File: config.mk
export PLATFORM = sky130hd
export DESIGN_NAME = boot_read_sequencer
export DESIGN_NICKNAME = d
export VERILOG_FILES = /design/src/rtl/boot_rd_pkg.sv /design/src/rtl/rd_lat_pipe.sv /design/src/rtl/boot_read_sequencer.sv
export SDC_FILE = /design/constraint.sdc
export NUM_CORES = 1
export LEC_CHECK = 0
export CAP_MARGIN = 0
export CORE_MARGIN = 3
export CORE_UTILIZATION = 45
export DETAILED_ROUTE_END_ITERATION = 7
export PLACE_DENSITY_LB_ADDON = 0.12
export SLEW_MARGIN = 20
export SYNTH_ARGS = -nofsm -noshare
export SYNTH_HDL_FRONTEND = slang
export SYNTH_SLANG_ARGS = --single-unit
export TNS_END_PERCENT = 1
File: constraint.sdc
create_clock -name clk -period 1.98 [get_ports clk]
set_clock_uncertainty 0.1 [all_clocks]
set_input_delay 0.396 -clock clk [delete_from_list [all_inputs] [get_ports clk]]
set_output_delay 0.396 -clock clk [all_outputs]
set_load 0.02 [all_outputs]
File: src/rtl/boot_rd_pkg.sv
// Shared types for the boot read sequencer: FSM encoding, return-path tag and
// index-width helper.
package boot_rd_pkg;

    typedef logic [2:0] state_t;

    localparam state_t ST_BOOT_RD   = 3'd0;
    localparam state_t ST_BOOT_WAIT = 3'd1;
    localparam state_t ST_IDLE      = 3'd2;
    localparam state_t ST_USR_RD    = 3'd3;
    localparam state_t ST_USR_WAIT  = 3'd4;

    // Tag index is sized for the largest supported burst (256 boot words).
    localparam int TAG_IDX_W = 8;

    typedef struct packed {
        logic                 boot;
        logic [TAG_IDX_W-1:0] idx;
    } tag_t;

    function automatic int IDX_W(input int boot_rds);
        return (boot_rds > 1) ? $clog2(boot_rds) : 1;
    endfunction

endpackage

File: src/rtl/rd_lat_pipe.sv
// Valid/tag delay line matching the memory read latency; the output marks the
// cycle in which rdata belongs to the tagged read.
module rd_lat_pipe
    import boot_rd_pkg::*;
#(
    parameter int RD_LAT = 1
) (
    input  logic clk,
    input  logic rst_n,
    input  logic in_valid,
    input  tag_t in_tag,
    output logic out_valid,
    output tag_t out_tag
);

    logic valid_reg [RD_LAT+1];
    tag_t tag_reg   [RD_LAT+1];

    assign valid_reg[0] = in_valid;
    assign tag_reg[0]   = in_tag;

    generate
        for (genvar gi = 1; gi <= RD_LAT; gi++) begin : g_stage
            always_ff @(posedge clk or negedge rst_n) begin
                if (!rst_n) begin
                    valid_reg[gi] <= 1'b0;
                    tag_reg[gi]   <= '0;
                end else begin
                    valid_reg[gi] <= valid_reg[gi-1];
                    tag_reg[gi]   <= tag_reg[gi-1];
                end
            end
        end
    endgenerate

    assign out_valid = valid_reg[RD_LAT];
    assign out_tag   = tag_reg[RD_LAT];

endmodule

File: src/rtl/boot_read_sequencer.sv
// Memory read master: automatic boot burst into cfg_word after reset, then
// single user reads over a req/gnt/valid handshake.
module boot_read_sequencer
    import boot_rd_pkg::*;
#(
    parameter int ADDR_W    = 8,
    parameter int DATA_W    = 32,
    parameter int BOOT_RDS  = 2,
    parameter int BOOT_BASE = 0,
    parameter int RD_LAT    = 1
) (
    input  logic                       clk,
    input  logic                       rst_n,
    output logic                       rd,
    output logic [ADDR_W-1:0]          addr,
    input  logic [DATA_W-1:0]          rdata,
    output logic                       boot_done,
    output logic [BOOT_RDS*DATA_W-1:0] cfg_word,
    input  logic                       usr_req,
    input  logic [ADDR_W-1:0]          usr_addr,
    output logic                       usr_gnt,
    output logic [DATA_W-1:0]          usr_rdata,
    output logic                       usr_valid
);

    localparam int                CNT_W    = IDX_W(BOOT_RDS);
    localparam logic [CNT_W-1:0]  CNT_LAST = CNT_W'(BOOT_RDS - 1);
    localparam logic [ADDR_W-1:0] BASE_A   = ADDR_W'(BOOT_BASE);

    state_t              state_reg, state_next;
    logic [CNT_W-1:0]    cnt_reg;
    logic [ADDR_W-1:0]   usr_addr_reg;
    logic                boot_done_reg, usr_gnt_reg, usr_valid_reg;
    logic [DATA_W-1:0]   usr_rdata_reg;
    logic [DATA_W-1:0]   cfg_reg [BOOT_RDS];

    logic                ret_valid;
    tag_t                ret_tag, issue_tag;
    logic                ret_boot, ret_usr, ret_last;

    // rd decodes straight from rst_n so the burst starts on the first edge.
    assign rd = rst_n & ((state_reg == ST_BOOT_RD) | (state_reg == ST_USR_RD));

    always_comb begin
        addr = '0;
        if (state_reg == ST_BOOT_RD)
            addr = BASE_A + ADDR_W'(cnt_reg);
        else if (state_reg == ST_USR_RD)
            addr = usr_addr_reg;
    end

    assign issue_tag.boot = (state_reg == ST_BOOT_RD);
    assign issue_tag.idx  = TAG_IDX_W'(cnt_reg);

    rd_lat_pipe #(.RD_LAT(RD_LAT)) u_pipe (
        .clk      (clk),
        .rst_n    (rst_n),
        .in_valid (rd),
        .in_tag   (issue_tag),
        .out_valid(ret_valid),
        .out_tag  (ret_tag)
    );

    assign ret_boot = ret_valid & ret_tag.boot;
    assign ret_usr  = ret_valid & ~ret_tag.boot;
    assign ret_last = ret_boot & (ret_tag.idx == TAG_IDX_W'(BOOT_RDS - 1));

    always_comb begin
        state_next = state_reg;
        case (state_reg)
            ST_BOOT_RD:   if (cnt_reg == CNT_LAST) state_next = ST_BOOT_WAIT;
            ST_BOOT_WAIT: if (ret_last)            state_next = ST_IDLE;
            ST_IDLE:      if (usr_req)             state_next = ST_USR_RD;
            ST_USR_RD:                             state_next = ST_USR_WAIT;
            ST_USR_WAIT:  if (ret_usr)             state_next = ST_IDLE;
            default:                               state_next = ST_BOOT_RD;
        endcase
    end

    always_ff @(posedge clk or negedge rst_n) begin
        if (!rst_n) begin
            state_reg     <= ST_BOOT_RD;
            cnt_reg       <= '0;
            usr_addr_reg  <= '0;
            boot_done_reg <= 1'b0;
            usr_gnt_reg   <= 1'b0;
            usr_valid_reg <= 1'b0;
            usr_rdata_reg <= '0;
        end else begin
            state_reg     <= state_next;
            usr_gnt_reg   <= 1'b0;
            usr_valid_reg <= 1'b0;
            if (state_reg == ST_BOOT_RD && cnt_reg != CNT_LAST)
                cnt_reg <= cnt_reg + CNT_W'(1);
            if (state_reg == ST_BOOT_WAIT && ret_last)
                boot_done_reg <= 1'b1;
            if (state_reg == ST_IDLE && usr_req) begin
                usr_gnt_reg  <= 1'b1;
                usr_addr_reg <= usr_addr;
            end
            if (state_reg == ST_USR_WAIT && ret_usr) begin
                usr_rdata_reg <= rdata;
                usr_valid_reg <= 1'b1;
            end
        end
    end

    generate
        for (genvar gi = 0; gi < BOOT_RDS; gi++) begin : g_cfg
            always_ff @(posedge clk or negedge rst_n) begin
                if (!rst_n)
                    cfg_reg[gi] <= '0;
                else if (ret_boot && ret_tag.idx == TAG_IDX_W'(gi))
                    cfg_reg[gi] <= rdata;
            end
            assign cfg_word[gi*DATA_W +: DATA_W] = cfg_reg[gi];
        end
    endgenerate

    assign boot_done = boot_done_reg;
    assign usr_gnt   = usr_gnt_reg;
    assign usr_valid = usr_valid_reg;
    assign usr_rdata = usr_rdata_reg;

endmodule
# ---- After elaboration in Yosys (flattened, before gate mapping)
# Index checks and enable logic that the tools add are counted.
dict set report totals {
  ff_bits 114
  latchBits 0
  ram_bits 0
  mem_bits_ro 0
  in_bits 43
  out_inout_bits 108
  wordCells 46
  n_memories 0
}
dict set report op_classes {
  n_addsub 1
  multipliers 0
  div_mod_pow 0
  n_lt_le_gt_ge 0
  eq_ne 8
  n_shift 0
  mux 9
  n_bitwise 7
  n_reduce_logical 9
}
# op count
set op_table {}
lappend op_table {{two-way mux 8 bit} 2}
lappend op_table {{one-hot mux 3 bit (5 select lines)} 1}
lappend op_table {{two-way mux 3 bit} 4}
lappend op_table {{logical NOT 8 bit} 1}
lappend op_table {{inequality test 2 bit (second input constant)} 4}
lappend op_table {{== test 3 x 2 -> 1 bit (second input constant)} 2}
lappend op_table {{logical AND 1 bit} 6}
lappend op_table {{bitwise AND 1 bit} 4}
lappend op_table {{AND reduction 4 bit} 1}
lappend op_table {{== test 3 x 1 -> 1 bit (second input constant)} 1}
lappend op_table {{== test 3 bit (second input constant)} 1}
lappend op_table {{logical NOT 3 bit} 1}
lappend op_table {{two-way mux 1 bit} 2}
lappend op_table {{NOT 1 bit} 2}
lappend op_table {{adder 1 bit (second input constant)} 1}
lappend op_table {{bitwise OR 1 bit} 1}

# ---- Depth between registers and ports, before layout
dict set report depth {
  ltp_word 4
  ltp_mapped 4
  depth_no_buf 3
}

# ---- By module
# From an unflattened synthesis, not the netlist that was laid out.
dict set report unflattened {
  hier_cells 271
  area_unflattened_um2 4673.2
}
# mod instances cells_per_inst area_each_um2 seq_area_each_um2
set modules_own_cells {}
lappend modules_own_cells {boot_read_sequencer 1 261 4423.0 2777.7}
lappend modules_own_cells {rd_lat_pipe 1 10 250.2 250.2}

# ---- Worst setup path after synthesis
# No wires, ideal clock.
dict set report synth_path {
  path_kind {register to output}
  startpoint {register state_reg[2]}
  endpoint {output addr[0]}
  arrival_ns 1.113
  required_ns 1.484
  path_slack_ns 0.371
  path_stages_with_launch 4
  n_path_buf 1
  path_cell_list {dfrtp_1 and3b_1 clkbuf_1 a22o_1}
}
dict set report synth_between {
  elab_chain_cells 3
  word_cells_on_any_way 4
  classes_between {eq/ne: 1; mux: 2; reduce/logical: 1}
}
# element line
set synth_rtl {}
lappend synth_rtl {{from (decl)} boot_read_sequencer.sv:30} ;# state_t state_reg, state_next;
lappend synth_rtl {{from (signal assigned)} boot_read_sequencer.sv:90} ;# state_reg <= state_next;
lappend synth_rtl {{== test 3 x 2 -> 1 bit} boot_read_sequencer.sv:48} ;# else if (state_reg == ST_USR_RD)
lappend synth_rtl {{two-way mux 8 bit} boot_read_sequencer.sv:48}
lappend synth_rtl {{two-way mux 8 bit (*)} boot_read_sequencer.sv:46} ;# if (state_reg == ST_BOOT_RD)
lappend synth_rtl {{to (decl)} boot_read_sequencer.sv:15} ;# output logic [ADDR_W-1:0] addr,
# Mark *: on every way between the ends. The rest lies on a longest branch, timed or not.

# ---- Worst setup path after layout
dict set report layout_path {
  startpoint {register state_reg[2]}
  endpoint {output addr[1]}
}
# Same word-level chain as after synthesis.

==> results.cfg <==
[run_status]
status = complete, but fails checks
violations = negative setup slack

[placement]
dp_cells = 541
post-dp-hpwl_mm = 6.43
gp_congestion = 0.723
port_buffers = 150
place_area_mm2 = 0.00615

[yosys]
synthSimpleGateAreaFrac = 0.0337
synth_cell_type_count = 27
postSynthNetCount = 303
synth-xor-area-share = 0
synth_compound_area_frac = 0.00963
synth_top_family_by_area = multiplexers
netlist_area_mm2 = 0.00442
synth_top_cell_by_area = dfrtp_1
synth_top_area_share = 0.646
seq_area_frac_synth = 0.646
syn_inst = 260
avgSynthCellArea_um2 = 17.0
synth-adder-area-share = 0
ys_ff_latch = 114
yosysWarnings = 0
synthTopCellsByArea = dfrtp_1 (65%), mux2_2 (19%), mux2_4 (9.9%)
muxShareOfSynthArea = 0.292

[floorplan]
die_h_um = 105
fp.dieW_um = 105
die_area_mm2 = 0.0110
coreArea_mm2 = 0.00937
initial_core_util = 0.471
ioPinCount = 151
std_cell_rows = 35

[power_and_ir_drop]
switchingPower_uw = 2840
p_seq_frac = 0.359
power_density_mw_per_mm2 = 1370
combPwrFrac = 0.321
ir_worst_vdd_mv = 0.696
p_leak_uw = 0.00339
sw_frac_of_total = 0.304
clkPwrFrac = 0.320
p_int_uw = 6520

[drt]
vias_per_cell = 4.78
vias = 2755
antenna_left = 0
drt-initial-drc-count = 77
wl_per_cell_um = 17.4
dr.pass1.iters = 4
detail_route.drc_violations = 0
wirelength_mm = 10.0

[layout]
largest_register_ffs = 64
nNetsFinal = 477
drive_above_1_share = 0.380
design_area_mm2 = 0.00683
n_fill_cell = 679
syn_to_final_growth_pct = 54.5
n_antenna_cell = 0
multiInputGateArea_mm2 = 0.00151
final_cell_mix = dfrtp_1 (114), mux2_2 (75), clkdlybuf4s50_1 (56), dlygate4sd2_1 (52), dlymetal6s2s_1 (32)
seq_area_mm2 = 0.00285
final_util = 0.728
final_common_cell = dfrtp_1
stdcell_count = 576

[sta]
fin_tns_setup_ps = -650
period_needed_ps = 2070
period_share = 1.05
worst_pin_slew_ps = 614
maxSlewViolCount = 0
fmax_ghz = 0.483
slew_headroom = 0.590
timing.hold.ws_ps = 375
setup_viol = 9
layout_setup_ws_ps = -92.0
rsz0062_at_grt = yes
hold_violations = 0

[critical_path]
crit_fanout = 5
rrSetupSlack_ps = 240
worst-endpoint-arrival_ps = 1580
path_class = flop to output pin
cp-end-kind = output pin
reg2reg_from = state_reg[1]$_DFFE_PN0P_
critPathLaunch = state_reg[2]$_DFFE_PN0P_
start_kind = flop
cp.required_ps = 1480

[cts]
htree_levels = 4
worstSkewPairLatency_ps = 490
cts_made_buffers = 17
cts.sinks = 114
root_buffer = clkbuf_8
path_clk_slew_ps = 60
cts_buffer_depth = 2
cts_tree = yes

[global_routing]
grt_max_degree = 115
grt_pass1_vias = 3008
globalRouteTotalUtil = 0.188
grt_antenna_before_repair = 0
overflow = 0
grt_pass1_wl_mm = 16.0

[run]
maxCapViolations = 0

[worst_hold_path]
min-delay-start = cnt_reg$_DFFE_PN0P_
min_path_type = flop to flop
-- cell families (layout without fill, tap and decap cells) --
family                 Yosys count  in the layout
AOI/OAI and AO/OA                6              6
and+or+nand+nor                 23             23
muxes                          105            105
DFF                            114            114
buffers and inverters           12            199
-- Yosys cell counts --
| library cell | count |
|---|---|
| a21oi_1 | 1 |
| a22o_1 | 1 |
| a2bb2oi_1 | 1 |
| and2_1 | 7 |
| and2b_1 | 1 |
| and3b_1 | 2 |
| buf_2 | 6 |
| buf_6 | 4 |
| clkbuf_1 | 1 |
| dfrtp_1 | 114 |
| inv_1 | 1 |
| mux2_2 | 75 |
| mux2_4 | 29 |
| mux2i_1 | 1 |
| nand2_1 | 1 |
| nand2b_1 | 1 |
| nand3_1 | 1 |
| nand3_2 | 1 |
| nand3b_1 | 1 |
| nor2_1 | 2 |
| nor2b_1 | 3 |
| nor3_1 | 1 |
| o21a_1 | 1 |
| o21ai_0 | 1 |
| o21bai_1 | 1 |
| or2_2 | 1 |
| or4b_1 | 1 |
-- routing by layer --
| metal | GRT usage | wire [µm] | up-vias |
|---|---|---|---|
| met3 | 0.0698 | 679 | 2 |
| met4 | 0.0647 | 39 | 0 |
| li1 | - | - | 1268 |
| met1 | 0.230 | 4250 | 1393 |
| met5 | 0 | 0 | - |
| met2 | 0.305 | 5080 | 92 |
-- through the flow --
| step | total power, µW | worst slack (ps) |
|---|---|---|
| 6_report | 9360 | -92.0 |
| 5_1_grt | 9810 | -171 |
| 4_1_cts | 9510 | -120 |
| 3_5_place_dp | 6660 | -88.2 |
| 3_3_place_gp | 6600 | -81.3 |
| 2_1_floorplan | 4980 | 371 |
-- path summary, 6_finish.rpt --
path / to / cells past startpoint
hold / removal: u_pipe.out_tag[0]$_DFF_PN0_ / 0
setup reg to reg: usr_rdata[22]$_DFFE_PN0P_ / 6
min in group asynchronous: cfg_word[60]$_DFFE_PN0P_ / 3
max in group asynchronous: cfg_word[21]$_DFFE_PN0P_ / 3
setup / recovery: addr[1] / 4
hold reg to reg: u_pipe.out_tag[0]$_DFF_PN0_ / 0
-- critical path, cell delays in order (launching register included) --
cell	delay, ps
dfrtp_1	390
and3b_2	330
buf_6	120
and2_4	130
buf_6	110
-- power by group through the flow --
stage | Combinational [µW] | Sequential [µW] | Clock [µW]
after floorplan | 875 | 4100 | 0
after global placement | 3210 | 3390 | 0
after detailed placement | 3260 | 3400 | 0
after CTS | 3080 | 3370 | 3060
after global routing | 3190 | 3440 | 3170
final | 3010 | 3360 | 2990
-- final cells by class --
cell class                 count  share of cell area
clock buffer                  20              0.0638
clock inverter                12              0.0231
inverter                       1            0.000550
multi-input combinational    134               0.221
sequential                   114               0.418
tap                          129              0.0236
timing repair buffer         166               0.250
-- timing repair --
action	in CTS	in global routing
endpoints found under the setup margin	61	41
pin swaps	10	0
gates resized for setup	117	32
hold endpoints to repair	114	0
setup buffers	1	1
hold buffers	1	0
No activity file was read; power rests on OpenSTA's default activity.
